==> config.mk <==
export PLATFORM = sky130hd
export DESIGN_NAME = issueque_int_flat
export DESIGN_NICKNAME = d
export VERILOG_FILES = /design/src/rtl/issueque_int_pkg.sv /design/src/rtl/issueque_int_if.sv /design/src/rtl/issueque_entry.sv /design/src/rtl/issueque_int.sv /design/src/flat_wrapper.sv
export SDC_FILE = /design/constraint.sdc
export NUM_CORES = 1
export LEC_CHECK = 0
export CELL_PAD_IN_SITES_DETAIL_PLACEMENT = 1
export CELL_PAD_IN_SITES_GLOBAL_PLACEMENT = 1
export CORE_UTILIZATION = 48
export DETAILED_ROUTE_END_ITERATION = 6
export PLACE_DENSITY = 0.91
export SYNTH_ARGS = -nofsm -noshare
export SYNTH_HDL_FRONTEND = slang
export SYNTH_HIERARCHICAL = 1
export SYNTH_SLANG_ARGS = --single-unit
==> constraint.sdc <==
create_clock -name clk -period 6.42 [get_ports clk]
set_input_delay 0.963 -clock clk [delete_from_list [all_inputs] [get_ports clk]]
set_output_delay 0.963 -clock clk [all_outputs]
set_load 0.05 [all_outputs]
==> src/rtl/issueque_int_pkg.sv <==
// Shared definitions for the integer issue queue, dispatch and issue unit:
// opcode encodings, tag/data/opcode widths and the issuability rule.
package issueque_int_pkg;

  localparam int unsigned TAG_W  = 6;
  localparam int unsigned DATA_W = 32;
  localparam int unsigned OP_W   = 4;

  typedef enum logic [OP_W-1:0] {
    OP_ADD = 4'd0,
    OP_SUB = 4'd2,
    OP_AND = 4'd4,
    OP_OR  = 4'd5,
    OP_NOR = 4'd6,
    OP_SLT = 4'd7,
    OP_BEQ = 4'd9
  } opcode_e;

  function automatic logic issuable(input logic valid, input logic rsvalid, input logic rtvalid);
    return valid & rsvalid & rtvalid;
  endfunction

endpackage

==> src/rtl/issueque_int_if.sv <==
// Dispatch, CDB and issue-port signals of the integer issue queue.
interface issueque_int_if
  import issueque_int_pkg::*;
#(
  parameter int unsigned TAGW = TAG_W
);
  logic              flush;
  logic              dispatch_en;
  logic [OP_W-1:0]   dispatch_opcode;
  logic [DATA_W-1:0] dispatch_rsdata;
  logic [DATA_W-1:0] dispatch_rtdata;
  logic [TAGW-1:0]   dispatch_rstag;
  logic [TAGW-1:0]   dispatch_rttag;
  logic              dispatch_rsvalid;
  logic              dispatch_rtvalid;
  logic [TAGW-1:0]   dispatch_rdtag;
  logic              queue_full;
  logic              cdb_valid;
  logic [TAGW-1:0]   cdb_tagout;
  logic [DATA_W-1:0] cdb_out;
  logic              ready_int;
  logic [OP_W-1:0]   opcode;
  logic [DATA_W-1:0] rsdata;
  logic [DATA_W-1:0] rtdata;
  logic [TAGW-1:0]   rdtag;
  logic              issue_int;

  modport master (
    output flush, dispatch_en, dispatch_opcode, dispatch_rsdata, dispatch_rtdata,
           dispatch_rstag, dispatch_rttag, dispatch_rsvalid, dispatch_rtvalid,
           dispatch_rdtag, cdb_valid, cdb_tagout, cdb_out, issue_int,
    input  queue_full, ready_int, opcode, rsdata, rtdata, rdtag
  );

  modport slave (
    input  flush, dispatch_en, dispatch_opcode, dispatch_rsdata, dispatch_rtdata,
           dispatch_rstag, dispatch_rttag, dispatch_rsvalid, dispatch_rtvalid,
           dispatch_rdtag, cdb_valid, cdb_tagout, cdb_out, issue_int,
    output queue_full, ready_int, opcode, rsdata, rtdata, rdtag
  );

endinterface

==> src/rtl/issueque_entry.sv <==
// One issue-queue slot: holds an instruction, shifts in from the slot above on
// compaction, loads from dispatch, and snoops the CDB for pending operands.
module issueque_entry
  import issueque_int_pkg::*;
#(
  parameter int unsigned TAGW = TAG_W
) (
  input  logic              clk,
  input  logic              reset,
  input  logic              flush_i,
  input  logic              load_i,
  input  logic              shift_i,
  input  logic [OP_W-1:0]   d_opcode_i,
  input  logic [DATA_W-1:0] d_rsdata_i,
  input  logic [TAGW-1:0]   d_rstag_i,
  input  logic              d_rsvalid_i,
  input  logic [DATA_W-1:0] d_rtdata_i,
  input  logic [TAGW-1:0]   d_rttag_i,
  input  logic              d_rtvalid_i,
  input  logic [TAGW-1:0]   d_rdtag_i,
  input  logic              n_valid_i,
  input  logic [OP_W-1:0]   n_opcode_i,
  input  logic [DATA_W-1:0] n_rsdata_i,
  input  logic [TAGW-1:0]   n_rstag_i,
  input  logic              n_rsvalid_i,
  input  logic [DATA_W-1:0] n_rtdata_i,
  input  logic [TAGW-1:0]   n_rttag_i,
  input  logic              n_rtvalid_i,
  input  logic [TAGW-1:0]   n_rdtag_i,
  input  logic              cdb_valid_i,
  input  logic [TAGW-1:0]   cdb_tag_i,
  input  logic [DATA_W-1:0] cdb_data_i,
  output logic              valid_o,
  output logic [OP_W-1:0]   opcode_o,
  output logic [DATA_W-1:0] rsdata_o,
  output logic [TAGW-1:0]   rstag_o,
  output logic              rsvalid_o,
  output logic [DATA_W-1:0] rtdata_o,
  output logic [TAGW-1:0]   rttag_o,
  output logic              rtvalid_o,
  output logic [TAGW-1:0]   rdtag_o
);

  logic              valid_q,   valid_d;
  logic [OP_W-1:0]   opcode_q,  opcode_d;
  logic [DATA_W-1:0] rsdata_q,  rsdata_d;
  logic [TAGW-1:0]   rstag_q,   rstag_d;
  logic              rsvalid_q, rsvalid_d;
  logic [DATA_W-1:0] rtdata_q,  rtdata_d;
  logic [TAGW-1:0]   rttag_q,   rttag_d;
  logic              rtvalid_q, rtvalid_d;
  logic [TAGW-1:0]   rdtag_q,   rdtag_d;

  always_comb begin
    valid_d   = valid_q;
    opcode_d  = opcode_q;
    rsdata_d  = rsdata_q;
    rstag_d   = rstag_q;
    rsvalid_d = rsvalid_q;
    rtdata_d  = rtdata_q;
    rttag_d   = rttag_q;
    rtvalid_d = rtvalid_q;
    rdtag_d   = rdtag_q;
    if (load_i) begin
      valid_d   = 1'b1;
      opcode_d  = d_opcode_i;
      rsdata_d  = d_rsdata_i;
      rstag_d   = d_rstag_i;
      rsvalid_d = d_rsvalid_i;
      rtdata_d  = d_rtdata_i;
      rttag_d   = d_rttag_i;
      rtvalid_d = d_rtvalid_i;
      rdtag_d   = d_rdtag_i;
    end else if (shift_i) begin
      valid_d   = n_valid_i;
      opcode_d  = n_opcode_i;
      rsdata_d  = n_rsdata_i;
      rstag_d   = n_rstag_i;
      rsvalid_d = n_rsvalid_i;
      rtdata_d  = n_rtdata_i;
      rttag_d   = n_rttag_i;
      rtvalid_d = n_rtvalid_i;
      rdtag_d   = n_rdtag_i;
    end
    // Snoop after the source mux so shifted and freshly dispatched operands both capture.
    if (valid_d && !rsvalid_d && cdb_valid_i && (rstag_d == cdb_tag_i)) begin
      rsdata_d  = cdb_data_i;
      rsvalid_d = 1'b1;
    end
    if (valid_d && !rtvalid_d && cdb_valid_i && (rttag_d == cdb_tag_i)) begin
      rtdata_d  = cdb_data_i;
      rtvalid_d = 1'b1;
    end
  end

  always_ff @(posedge clk) begin
    if (!reset || flush_i) begin
      valid_q <= 1'b0;
    end else begin
      valid_q <= valid_d;
    end
  end

  always_ff @(posedge clk) begin
    opcode_q  <= opcode_d;
    rsdata_q  <= rsdata_d;
    rstag_q   <= rstag_d;
    rsvalid_q <= rsvalid_d;
    rtdata_q  <= rtdata_d;
    rttag_q   <= rttag_d;
    rtvalid_q <= rtvalid_d;
    rdtag_q   <= rdtag_d;
  end

  assign valid_o   = valid_q;
  assign opcode_o  = opcode_q;
  assign rsdata_o  = rsdata_q;
  assign rstag_o   = rstag_q;
  assign rsvalid_o = rsvalid_q;
  assign rtdata_o  = rtdata_q;
  assign rttag_o   = rttag_q;
  assign rtvalid_o = rtvalid_q;
  assign rdtag_o   = rdtag_q;

endmodule

==> src/rtl/issueque_int.sv <==
// Integer issue queue: compacting age-ordered slots, oldest-ready selection,
// one pop and one push per cycle.
module issueque_int
  import issueque_int_pkg::*;
#(
  parameter int unsigned DEPTH = 4,
  parameter int unsigned TAGW  = TAG_W
) (
  input  logic           clk,
  input  logic           reset,
  issueque_int_if.slave  bus
);

  localparam int unsigned CW = $clog2(DEPTH + 1);

  // Slot DEPTH is a permanently empty tie-off so the top slot shifts in "invalid".
  logic [DEPTH:0]    e_valid;
  logic [DEPTH:0]    e_rsv;
  logic [DEPTH:0]    e_rtv;
  logic [OP_W-1:0]   e_op    [DEPTH+1];
  logic [DATA_W-1:0] e_rs    [DEPTH+1];
  logic [DATA_W-1:0] e_rt    [DEPTH+1];
  logic [TAGW-1:0]   e_rstag [DEPTH+1];
  logic [TAGW-1:0]   e_rttag [DEPTH+1];
  logic [TAGW-1:0]   e_rd    [DEPTH+1];

  logic [CW-1:0]     count_q, count_d;
  logic [CW-1:0]     sel_idx;
  logic [CW-1:0]     slot;
  logic              sel_found;
  logic              pop, push, full;
  logic [DEPTH-1:0]  load, shift;

  assign e_valid[DEPTH] = 1'b0;
  assign e_rsv[DEPTH]   = 1'b0;
  assign e_rtv[DEPTH]   = 1'b0;
  assign e_op[DEPTH]    = '0;
  assign e_rs[DEPTH]    = '0;
  assign e_rt[DEPTH]    = '0;
  assign e_rstag[DEPTH] = '0;
  assign e_rttag[DEPTH] = '0;
  assign e_rd[DEPTH]    = '0;

  for (genvar g = 0; g < DEPTH; g++) begin : g_ent
    issueque_entry #(.TAGW(TAGW)) u_ent (
      .clk         (clk),
      .reset       (reset),
      .flush_i     (bus.flush),
      .load_i      (load[g]),
      .shift_i     (shift[g]),
      .d_opcode_i  (bus.dispatch_opcode),
      .d_rsdata_i  (bus.dispatch_rsdata),
      .d_rstag_i   (bus.dispatch_rstag),
      .d_rsvalid_i (bus.dispatch_rsvalid),
      .d_rtdata_i  (bus.dispatch_rtdata),
      .d_rttag_i   (bus.dispatch_rttag),
      .d_rtvalid_i (bus.dispatch_rtvalid),
      .d_rdtag_i   (bus.dispatch_rdtag),
      .n_valid_i   (e_valid[g+1]),
      .n_opcode_i  (e_op[g+1]),
      .n_rsdata_i  (e_rs[g+1]),
      .n_rstag_i   (e_rstag[g+1]),
      .n_rsvalid_i (e_rsv[g+1]),
      .n_rtdata_i  (e_rt[g+1]),
      .n_rttag_i   (e_rttag[g+1]),
      .n_rtvalid_i (e_rtv[g+1]),
      .n_rdtag_i   (e_rd[g+1]),
      .cdb_valid_i (bus.cdb_valid),
      .cdb_tag_i   (bus.cdb_tagout),
      .cdb_data_i  (bus.cdb_out),
      .valid_o     (e_valid[g]),
      .opcode_o    (e_op[g]),
      .rsdata_o    (e_rs[g]),
      .rstag_o     (e_rstag[g]),
      .rsvalid_o   (e_rsv[g]),
      .rtdata_o    (e_rt[g]),
      .rttag_o     (e_rttag[g]),
      .rtvalid_o   (e_rtv[g]),
      .rdtag_o     (e_rd[g])
    );
  end

  always_comb begin
    sel_found = 1'b0;
    sel_idx   = '0;
    for (int unsigned i = 0; i < DEPTH; i++) begin
      if (!sel_found && issuable(e_valid[i], e_rsv[i], e_rtv[i])) begin
        sel_found = 1'b1;
        sel_idx   = CW'(i);
      end
    end
  end

  always_comb begin
    bus.ready_int  = sel_found;
    bus.opcode     = sel_found ? e_op[sel_idx] : '0;
    bus.rsdata     = sel_found ? e_rs[sel_idx] : '0;
    bus.rtdata     = sel_found ? e_rt[sel_idx] : '0;
    bus.rdtag      = sel_found ? e_rd[sel_idx] : '0;
    bus.queue_full = full;
  end

  // Push slot is computed after the pop shift; load beats shift in the same slot.
  always_comb begin
    full    = (count_q == CW'(DEPTH));
    pop     = bus.issue_int & sel_found;
    push    = bus.dispatch_en & ~full;
    slot    = count_q - CW'(pop);
    count_d = count_q + CW'(push) - CW'(pop);
    load    = '0;
    shift   = '0;
    for (int unsigned i = 0; i < DEPTH; i++) begin
      load[i]  = push && (slot == CW'(i));
      shift[i] = pop && (CW'(i) >= sel_idx);
    end
  end

  always_ff @(posedge clk) begin
    if (!reset || bus.flush) begin
      count_q <= '0;
    end else begin
      count_q <= count_d;
    end
  end

endmodule
==> src/flat_wrapper.sv <==
// flat-port wrapper written by rule: the top's interface ports become plain ports
module issueque_int_flat import issueque_int_pkg::*;
#(
  parameter int unsigned DEPTH = 4,
  parameter int unsigned TAGW  = TAG_W
)
  (clk, reset, bus_flush, bus_dispatch_en, bus_dispatch_opcode, bus_dispatch_rsdata, bus_dispatch_rtdata, bus_dispatch_rstag, bus_dispatch_rttag, bus_dispatch_rsvalid, bus_dispatch_rtvalid, bus_dispatch_rdtag, bus_cdb_valid, bus_cdb_tagout, bus_cdb_out, bus_issue_int, bus_queue_full, bus_ready_int, bus_opcode, bus_rsdata, bus_rtdata, bus_rdtag);
  issueque_int_if #(.TAGW(TAGW)) bus_i ();
  input  logic clk;
  input  logic reset;
  input wire logic [$bits(bus_i.flush)-1:0] bus_flush;
  input wire logic [$bits(bus_i.dispatch_en)-1:0] bus_dispatch_en;
  input wire logic [$bits(bus_i.dispatch_opcode)-1:0] bus_dispatch_opcode;
  input wire logic [$bits(bus_i.dispatch_rsdata)-1:0] bus_dispatch_rsdata;
  input wire logic [$bits(bus_i.dispatch_rtdata)-1:0] bus_dispatch_rtdata;
  input wire logic [$bits(bus_i.dispatch_rstag)-1:0] bus_dispatch_rstag;
  input wire logic [$bits(bus_i.dispatch_rttag)-1:0] bus_dispatch_rttag;
  input wire logic [$bits(bus_i.dispatch_rsvalid)-1:0] bus_dispatch_rsvalid;
  input wire logic [$bits(bus_i.dispatch_rtvalid)-1:0] bus_dispatch_rtvalid;
  input wire logic [$bits(bus_i.dispatch_rdtag)-1:0] bus_dispatch_rdtag;
  input wire logic [$bits(bus_i.cdb_valid)-1:0] bus_cdb_valid;
  input wire logic [$bits(bus_i.cdb_tagout)-1:0] bus_cdb_tagout;
  input wire logic [$bits(bus_i.cdb_out)-1:0] bus_cdb_out;
  input wire logic [$bits(bus_i.issue_int)-1:0] bus_issue_int;
  output wire logic [$bits(bus_i.queue_full)-1:0] bus_queue_full;
  output wire logic [$bits(bus_i.ready_int)-1:0] bus_ready_int;
  output wire logic [$bits(bus_i.opcode)-1:0] bus_opcode;
  output wire logic [$bits(bus_i.rsdata)-1:0] bus_rsdata;
  output wire logic [$bits(bus_i.rtdata)-1:0] bus_rtdata;
  output wire logic [$bits(bus_i.rdtag)-1:0] bus_rdtag;
  assign bus_i.flush = bus_flush;
  assign bus_i.dispatch_en = bus_dispatch_en;
  assign bus_i.dispatch_opcode = bus_dispatch_opcode;
  assign bus_i.dispatch_rsdata = bus_dispatch_rsdata;
  assign bus_i.dispatch_rtdata = bus_dispatch_rtdata;
  assign bus_i.dispatch_rstag = bus_dispatch_rstag;
  assign bus_i.dispatch_rttag = bus_dispatch_rttag;
  assign bus_i.dispatch_rsvalid = bus_dispatch_rsvalid;
  assign bus_i.dispatch_rtvalid = bus_dispatch_rtvalid;
  assign bus_i.dispatch_rdtag = bus_dispatch_rdtag;
  assign bus_i.cdb_valid = bus_cdb_valid;
  assign bus_i.cdb_tagout = bus_cdb_tagout;
  assign bus_i.cdb_out = bus_cdb_out;
  assign bus_i.issue_int = bus_issue_int;
  assign bus_queue_full = bus_i.queue_full;
  assign bus_ready_int = bus_i.ready_int;
  assign bus_opcode = bus_i.opcode;
  assign bus_rsdata = bus_i.rsdata;
  assign bus_rtdata = bus_i.rtdata;
  assign bus_rdtag = bus_i.rdtag;
  issueque_int #(.DEPTH(DEPTH), .TAGW(TAGW)) u_core (.clk(clk), .reset(reset), .bus(bus_i));
endmodule
==> results of run 1 <==
[routing by layer]
layer,share of wire (%),track usage (%),vias to the layer above,routed length [µm]
met2,49,58.6,1176,40200
met4,6.1,21.8,0,4960
met5,0,0,-,0
li1,-,-,6925,-
met1,36,39.8,8559,29300
met3,8.7,6.72,341,7080
[logic make-up (layout without fill, tap and decap cells)]
kind of cell / after synthesis / after routing / synth area share [%]
adder cells (fa/ha/maj): 5 / 5 / 0.320
buffers and inverters: 146 / 343 / 4.10
flip-flops: 359 / 359 / 46.3
XOR/XNOR: 30 / 30 / 1.20
multiplexers: 624 / 624 / 33.8
other: 1 / 93 / 0.0171
AO/OA/AOI/OAI: 264 / 264 / 8.81
AND/OR/NAND/NOR: 234 / 234 / 5.44
[flip-flops by register name, indices dropped and copies added, names as in the netlist, 4 cells and up]
| name | flops |
|---|---|
| u_core/g_ent.u_ent/rsdata_o | 128 |
| u_core/g_ent.u_ent/rtdata_o | 128 |
| u_core/g_ent.u_ent/rdtag_o | 24 |
| u_core/g_ent.u_ent/rstag_o | 24 |
| u_core/g_ent.u_ent/rttag_o | 24 |
| u_core/g_ent.u_ent/opcode_o | 16 |
| u_core/g_ent.u_ent/rsvalid_o | 4 |
| u_core/g_ent.u_ent/rtvalid_o | 4 |
| u_core/g_ent.u_ent/valid_o | 4 |
[where the power goes]
part	internal (mW)	switching (mW)	total, mW
Combinational	0.512	0.624	1.14
Clock	1.36	1.03	2.39
Sequential	2.75	0.140	2.89
Total	4.63	1.79	6.42
[area by class of cell]
class                   count  area (µm²)  area share (%)
multi-input cells        1246       11300            43.4
flip-flops and latches    359       10100            39.1
repair buffers            251        2430            9.34
clock buffers              61        1230            4.72
well taps                 592         741            2.85
clock inverters            15        88.8           0.342
inverters                  16        60.1           0.231
diodes                      4        10.0          0.0385
[path summary, 6_finish.rpt]
kind,from,end,slack (ps),depth (start not counted)
worst min-delay path,u_core/g_ent[3].u_ent/rdtag_o[2],u_core/g_ent[2].u_ent/rdtag_o[2],590,1
worst min register to register,u_core/g_ent[3].u_ent/rdtag_o[2],u_core/g_ent[2].u_ent/rdtag_o[2],590,1
worst max register to register,u_core/g_ent[1].u_ent/rsvalid_o,u_core/g_ent[0].u_ent/rtdata_o[16],590,17
worst max-delay path,u_core/g_ent[1].u_ent/rsvalid_o,u_core/g_ent[0].u_ent/rtdata_o[16],590,17
[cell usage in the layout (no fill, tap or decap), types with 15 or more instances in the layout]
| cell | instances |
|---|---|
| mux2_4 | 116 |
| nor2b_1 | 28 |
| a222oi_1 | 74 |
| o21ai_0 | 52 |
| inv_1 | 15 |
| o211ai_1 | 17 |
| xnor2_1 | 17 |
| a21oi_1 | 74 |
| mux2_2 | 464 |
| edfxtp_1 | 296 |
| nand2_1 | 119 |
| mux2i_1 | 44 |
| clkdlybuf4s50_1 | 207 |
| a211o_1 | 16 |
| conb_1 | 89 |
| clkbuf_16 | 46 |
| buf_4 | 42 |
| dfxtp_1 | 63 |
[per-stage QoR]
stage	setup WS [ps]	area (µm²)
6_report	585	26000
5_1_grt	536	26000
4_1_cts	815	26000
3_5_place_dp	558	24700
3_3_place_gp	730	24700
2_1_floorplan	1600	22200
==> impl_summary.txt, run 1 <==
----------------------------------------------------
[Setup path]
  CP Data Required Time ... 6660 ps
  WS Path Type ... register to register
  Cell family with the largest share of critical-path delay ... simple AND/OR/NAND/NOR gates
  Arrival time worst endpoint ... 6070 ps
  CP Cell Sequence ... and3_1, nor2_1, and3_4, nor2b_2, ha_1, ha_1, o211ai_1, o21ai_1, nand2_1, nor3_2, buf_4, nor2b_1, a211oi_1, nor4_1, nand4_4, nand2_2, buf_4
  CP max FO ... 34
  Buffers and inverters on the worst path ... 2
  Largest stage delay, worst path ... 980 ps
  Slowest stage cell on the critical path ... nand4_4
  Startpoint types ... register
  Capturing element type of the critical path ... register

[Hold path]
  Worst hold-check path type ... register to register

[Final layout]
  Number of standard cells in the layout, taps in and fillers out ... 2544
  Count of nets after finishing ... 2053
  Layout cells sized above 1 ... 36.6%
  Area growth from synthesis to final layout ... 18.6%
  Final design utilization ... 58.3%
  Number of filler cells placed in the layout ... 4419

[Placement]
  Buffers added on ports ... 207
  Detailed placement HPWL ... 47500 µm
  Total instance count after detailed placement ... 2464
  Weighted congestion reported at the end of routability-driven placement ... 0.852

[Clocking]
  H-tree levels ... 2
  Number of buffers added for setup after CTS ... 0
  Post-cts repair resize count ... 0
  Hold buffers post-CTS ... 0
  Cell at the root of the clock tree ... clkbuf_16
  Maximum buffer depth of the clock tree ... 3
  TritonCTS clock tree ... yes
  Clock slew seen by the registers of the worst setup and hold paths ... 60 ps
  Number of clock buffers inserted by TritonCTS ... 42
  Clock insertion delay at the later pin of the skew report ... 590 ps
  CTS sink count ... 359

[Floorplan]
  Placement row count ... 77
  Chip width ... 216 µm
  Die ar. ... 46500 µm²
  CORE AREA ... 44600 µm²
  Top-level I/O count ... 208
  Initial cell density of the core ... 49.1%
  Vertical extent of the die ... 216 µm

[Pwr]
  Leakage component of the power ... 9.27 nW
  Power Total ... 6.42 mW
  Power density over the cells ... 247 nW/µm²
  Peak supply drop ... 0.190 mV

[Synthesis]
  Leading post-synthesis cells by instance count ... 464 x mux2_2, 296 x edfxtp_1, 127 x nand2_1
  Area share of the largest cell type after synthesis ... 40.6%
  Leading area contributor after synthesis ... edfxtp_1
  Most numerous cell in the Yosys netlist ... mux2_2
  Top_reg_cell synth ... edfxtp_1
  Number of synthesized flops with an enable pin ... 296
  Syn_area_per_cell ... 13.2 µm²
  Netlist area before placement ... 21900 µm²
  Warning count from the yosys run ... 6
  Number of library cell types mapped by synthesis ... 45
  Share of synthesized area occupied by flip-flops and latches ... 46.3%
  Post-synthesis cell count ... 1663
  Top cells by area in the synthesized netlist ... edfxtp_1 41%, mux2_2 24%, mux2_4 7.9%, dfxtp_1 5.8%, a222oi_1 3.4%
  Async S/R FF share, synth ... 0%
  Number of synthesized register bits ... 359

[STA]
  Fraction of the cycle the final worst path needs ... 90.9%
  Final Hold Viols ... 0
  Peak clock frequency supported by timing ... 171 MHz
  Setup repair after global routing missed its margin ... no
  Tightest slew margin relative to the limit ... 11.9%
  Actual transition at the worst max-transition pin ... 1320 ps
  Final min period ... 5830 ps
  Worst slack on hold paths ... 585 ps
  Final number of setup-violating endpoints ... 0
  Worst clock skew on the final layout ... 22.6 ps
  Max Slew Vio Count ... 0
  Final TNS setup ... 0 ps

[Detailed routing]
  Iteration-0 DRC count of the detailed router ... 2308
  Routed wire length per instance ... 32.0 µm
  Detailed-route via count ... 17000
  Routed wire length ... 81500 µm
  Vias per inst ... 6.68
  Number of remaining DRC errors ... 3
  Final antenna-violating net count ... 0
  Detailed-router iteration count before antenna repair ... 7

[Global route]
  Pin count of the biggest net entering global routing ... 76
  Initial antenna violation count ... 4
  First-pass GRT wire length ... 120000 µm
  Global route overflow ... 0
  Total global routing track utilization ... 34.5%
  Via count of the first global-routing pass ... 18500

[Outcome]
  Outcome ... complete, but fails checks
  Failing checks ... DRC

[Flow run]
  Number of maximum-capacitance constraint violations ... 0

----------------------------------------------------
Power figures use the tool's default switching activity.
==> inputs of run 2 (changes only) <==
- clock period: 6.42 -> 6.43 ns (I/O delays scaled with it)
==> impl_summary.txt, run 2 (synthesis results as in run 1) <==
----------------------------------------------------
[Outcome]
  Outcome ... complete, but fails checks
  Failing checks ... DRC

[STA]
  Fraction of the cycle the final worst path needs ... 89.6% (-1.3 points)
  Final number of setup-violating endpoints ... 0 (unchanged)
  Max Slew Vio Count ... 0 (unchanged)
  Final min period ... 5760 ps (-75.2 ps)
  Worst clock skew on the final layout ... 37.5 ps (+14.9 ps)
  Actual transition at the worst max-transition pin ... 1200 ps (-117 ps)
  Peak clock frequency supported by timing ... 174 MHz (+1.3%)
  Tightest slew margin relative to the limit ... 19.9% (+8.0 points)
  Final TNS setup ... 0 ps (unchanged)
  Setup repair after global routing missed its margin ... no
  Final Hold Viols ... 0 (unchanged)

[Global route]
  Total global routing track utilization ... 33.9% (-0.58 points)
  Global route overflow ... 0 (unchanged)
  Via count of the first global-routing pass ... 18400 (-0.78%)
  Initial antenna violation count ... 6 (+2)
  First-pass GRT wire length ... 119000 µm (-1.1%)
  Pin count of the biggest net entering global routing ... 76 (unchanged)

[Placement]
  Buffers added on ports ... 207 (unchanged)
  Detailed placement HPWL ... 46800 µm (-1.6%)
  Weighted congestion reported at the end of routability-driven placement ... 0.826 (-3.0%)

[Detailed routing]
  Final antenna-violating net count ... 0 (unchanged)
  Detailed-router iteration count before antenna repair ... 7 (unchanged)
  Number of remaining DRC errors ... 4 (+1)
  Detailed-route via count ... 16800 (-1.2%)
  Routed wire length ... 80300 µm (-1.5%)
  Vias per inst ... 6.64 (-0.71%)
  Iteration-0 DRC count of the detailed router ... 2192 (-5.0%)
  Routed wire length per instance ... 31.7 µm (-1.0%)

[Clocking]
  Maximum buffer depth of the clock tree ... 3 (unchanged)
  Number of clock buffers inserted by TritonCTS ... 41 (-2.4%)
  Clock insertion delay at the later pin of the skew report ... 600 ps (about the same)
  Post-cts repair resize count ... 0 (unchanged)
  Number of buffers added for setup after CTS ... 0 (unchanged)
  H-tree levels ... 2 (unchanged)
  Hold buffers post-CTS ... 0 (unchanged)
  Cell at the root of the clock tree ... clkbuf_16
  CTS sink count ... 359 (unchanged)
  TritonCTS clock tree ... yes
  Clock slew seen by the registers of the worst setup and hold paths ... 60 ps (about the same)

[Final layout]
  Commonest non-fill, non-tap cell in the layout ... mux2_2
  Area growth from synthesis to final layout ... 18.4%
  Final design utilization ... 58.2% (-0.087 points)
  Layout cells sized above 1 ... 36.6% (+0.072 points)
  Count of nets after finishing ... 2048 (-0.24%)
  Most frequent cells in the layout ... 464 x mux2_2, 296 x edfxtp_1, 207 x clkdlybuf4s50_1

[Setup path]
  CP max FO ... 34 (unchanged)
  Slowest stage cell on the critical path ... nand4_4
  WS Path Type ... register to register
  Startpoint types ... register
  CP Cell Sequence ... and3_1, nor2_1, and3_4, nor2b_2, ha_1, ha_1, o211ai_1, o21ai_1, nand2_1, nor3_2, buf_4, nor2b_1, a211oi_1, nor4_1, nand4_4, nand2_2, buf_4
  Setup slack, reg-to-reg ... 670 ps (+90 ps)
  Capturing element type of the critical path ... register
  CP Data Required Time ... 6660 ps (about the same)
  Largest stage delay, worst path ... 970 ps (about the same)
  Arrival time worst endpoint ... 5990 ps (-80 ps)

[Floorplan]
  Placement row count ... 77 (unchanged)
  Top-level I/O count ... 208 (unchanged)
  CORE AREA ... 44600 µm² (unchanged)
  Die ar. ... 46500 µm² (unchanged)
  Initial cell density of the core ... 49.1% (unchanged)
  Chip width ... 216 µm (unchanged)
  Vertical extent of the die ... 216 µm (unchanged)

[Pwr]
  Leakage component of the power ... 9.24 nW (-0.34%)
  Power density over the cells ... 246 nW/µm² (-0.30%)
  Peak supply drop ... 0.212 mV (+12%)

[Flow run]
  Number of maximum-capacitance constraint violations ... 0 (unchanged)

[Hold path]
  Worst hold-check path type ... register to register

----------------------------------------------------
[run 2: routing by layer]
metal	track usage, %	part of all wire [%]
met3	6.27	8.2
met1	40.1	37
met2	57.4	49
met5	0	0
met4	19.8	5.5
[run 2: per-stage QoR]
step	area, µm²	cells	setup slack (ps)	total power, mW	hold slack [ps]
floorplan	22200	1751	1610	3.56	516
global placement	24700	2460	927	3.88	536
detailed placement	24700	2460	592	3.97	562
CTS	25900	2528	890	6.37	588
global route	25900	2532	636	6.54	605
finish	25900	2532	671	6.39	593
[run 2: critical path: cells and delay by family, from the launching register on]
family / cells / cell delay [ps]
AND/OR/NAND/NOR: 10 / 3440
buffers and inverters: 2 / 810
flip-flops: 1 / 440
adder cells (fa/ha/maj): 2 / 350
AO/OA/AOI/OAI: 3 / 280
[run 2: cell type report]
class,count,area [µm²]
Multi-Input combinational cell,1246,11300
Sequential cell,359,10100
Clock buffer,59,1160
Tap cell,592,741
Timing Repair Buffer,247,2420
Inverter,16,60.1
Fill cell,4378,18700
Antenna cell,4,10.0
Clock inverter,9,119
[run 2: final timing paths]
path                                     startpoint                                 end  depth (start not counted)
hold / removal    u_core/g_ent[3].u_ent/opcode_o[3]   u_core/g_ent[2].u_ent/opcode_o[3]                          1
hold reg to reg   u_core/g_ent[3].u_ent/opcode_o[3]   u_core/g_ent[2].u_ent/opcode_o[3]                          1
setup reg to reg    u_core/g_ent[1].u_ent/rsvalid_o  u_core/g_ent[1].u_ent/rtdata_o[15]                         17
setup / recovery    u_core/g_ent[1].u_ent/rsvalid_o  u_core/g_ent[1].u_ent/rtdata_o[15]                         17
[run 2: report_power, final]
| part | switching (mW) | internal, mW |
|---|---|---|
| Sequential | 0.142 | 2.75 |
| Combinational | 0.622 | 0.512 |
| Clock | 1.03 | 1.34 |
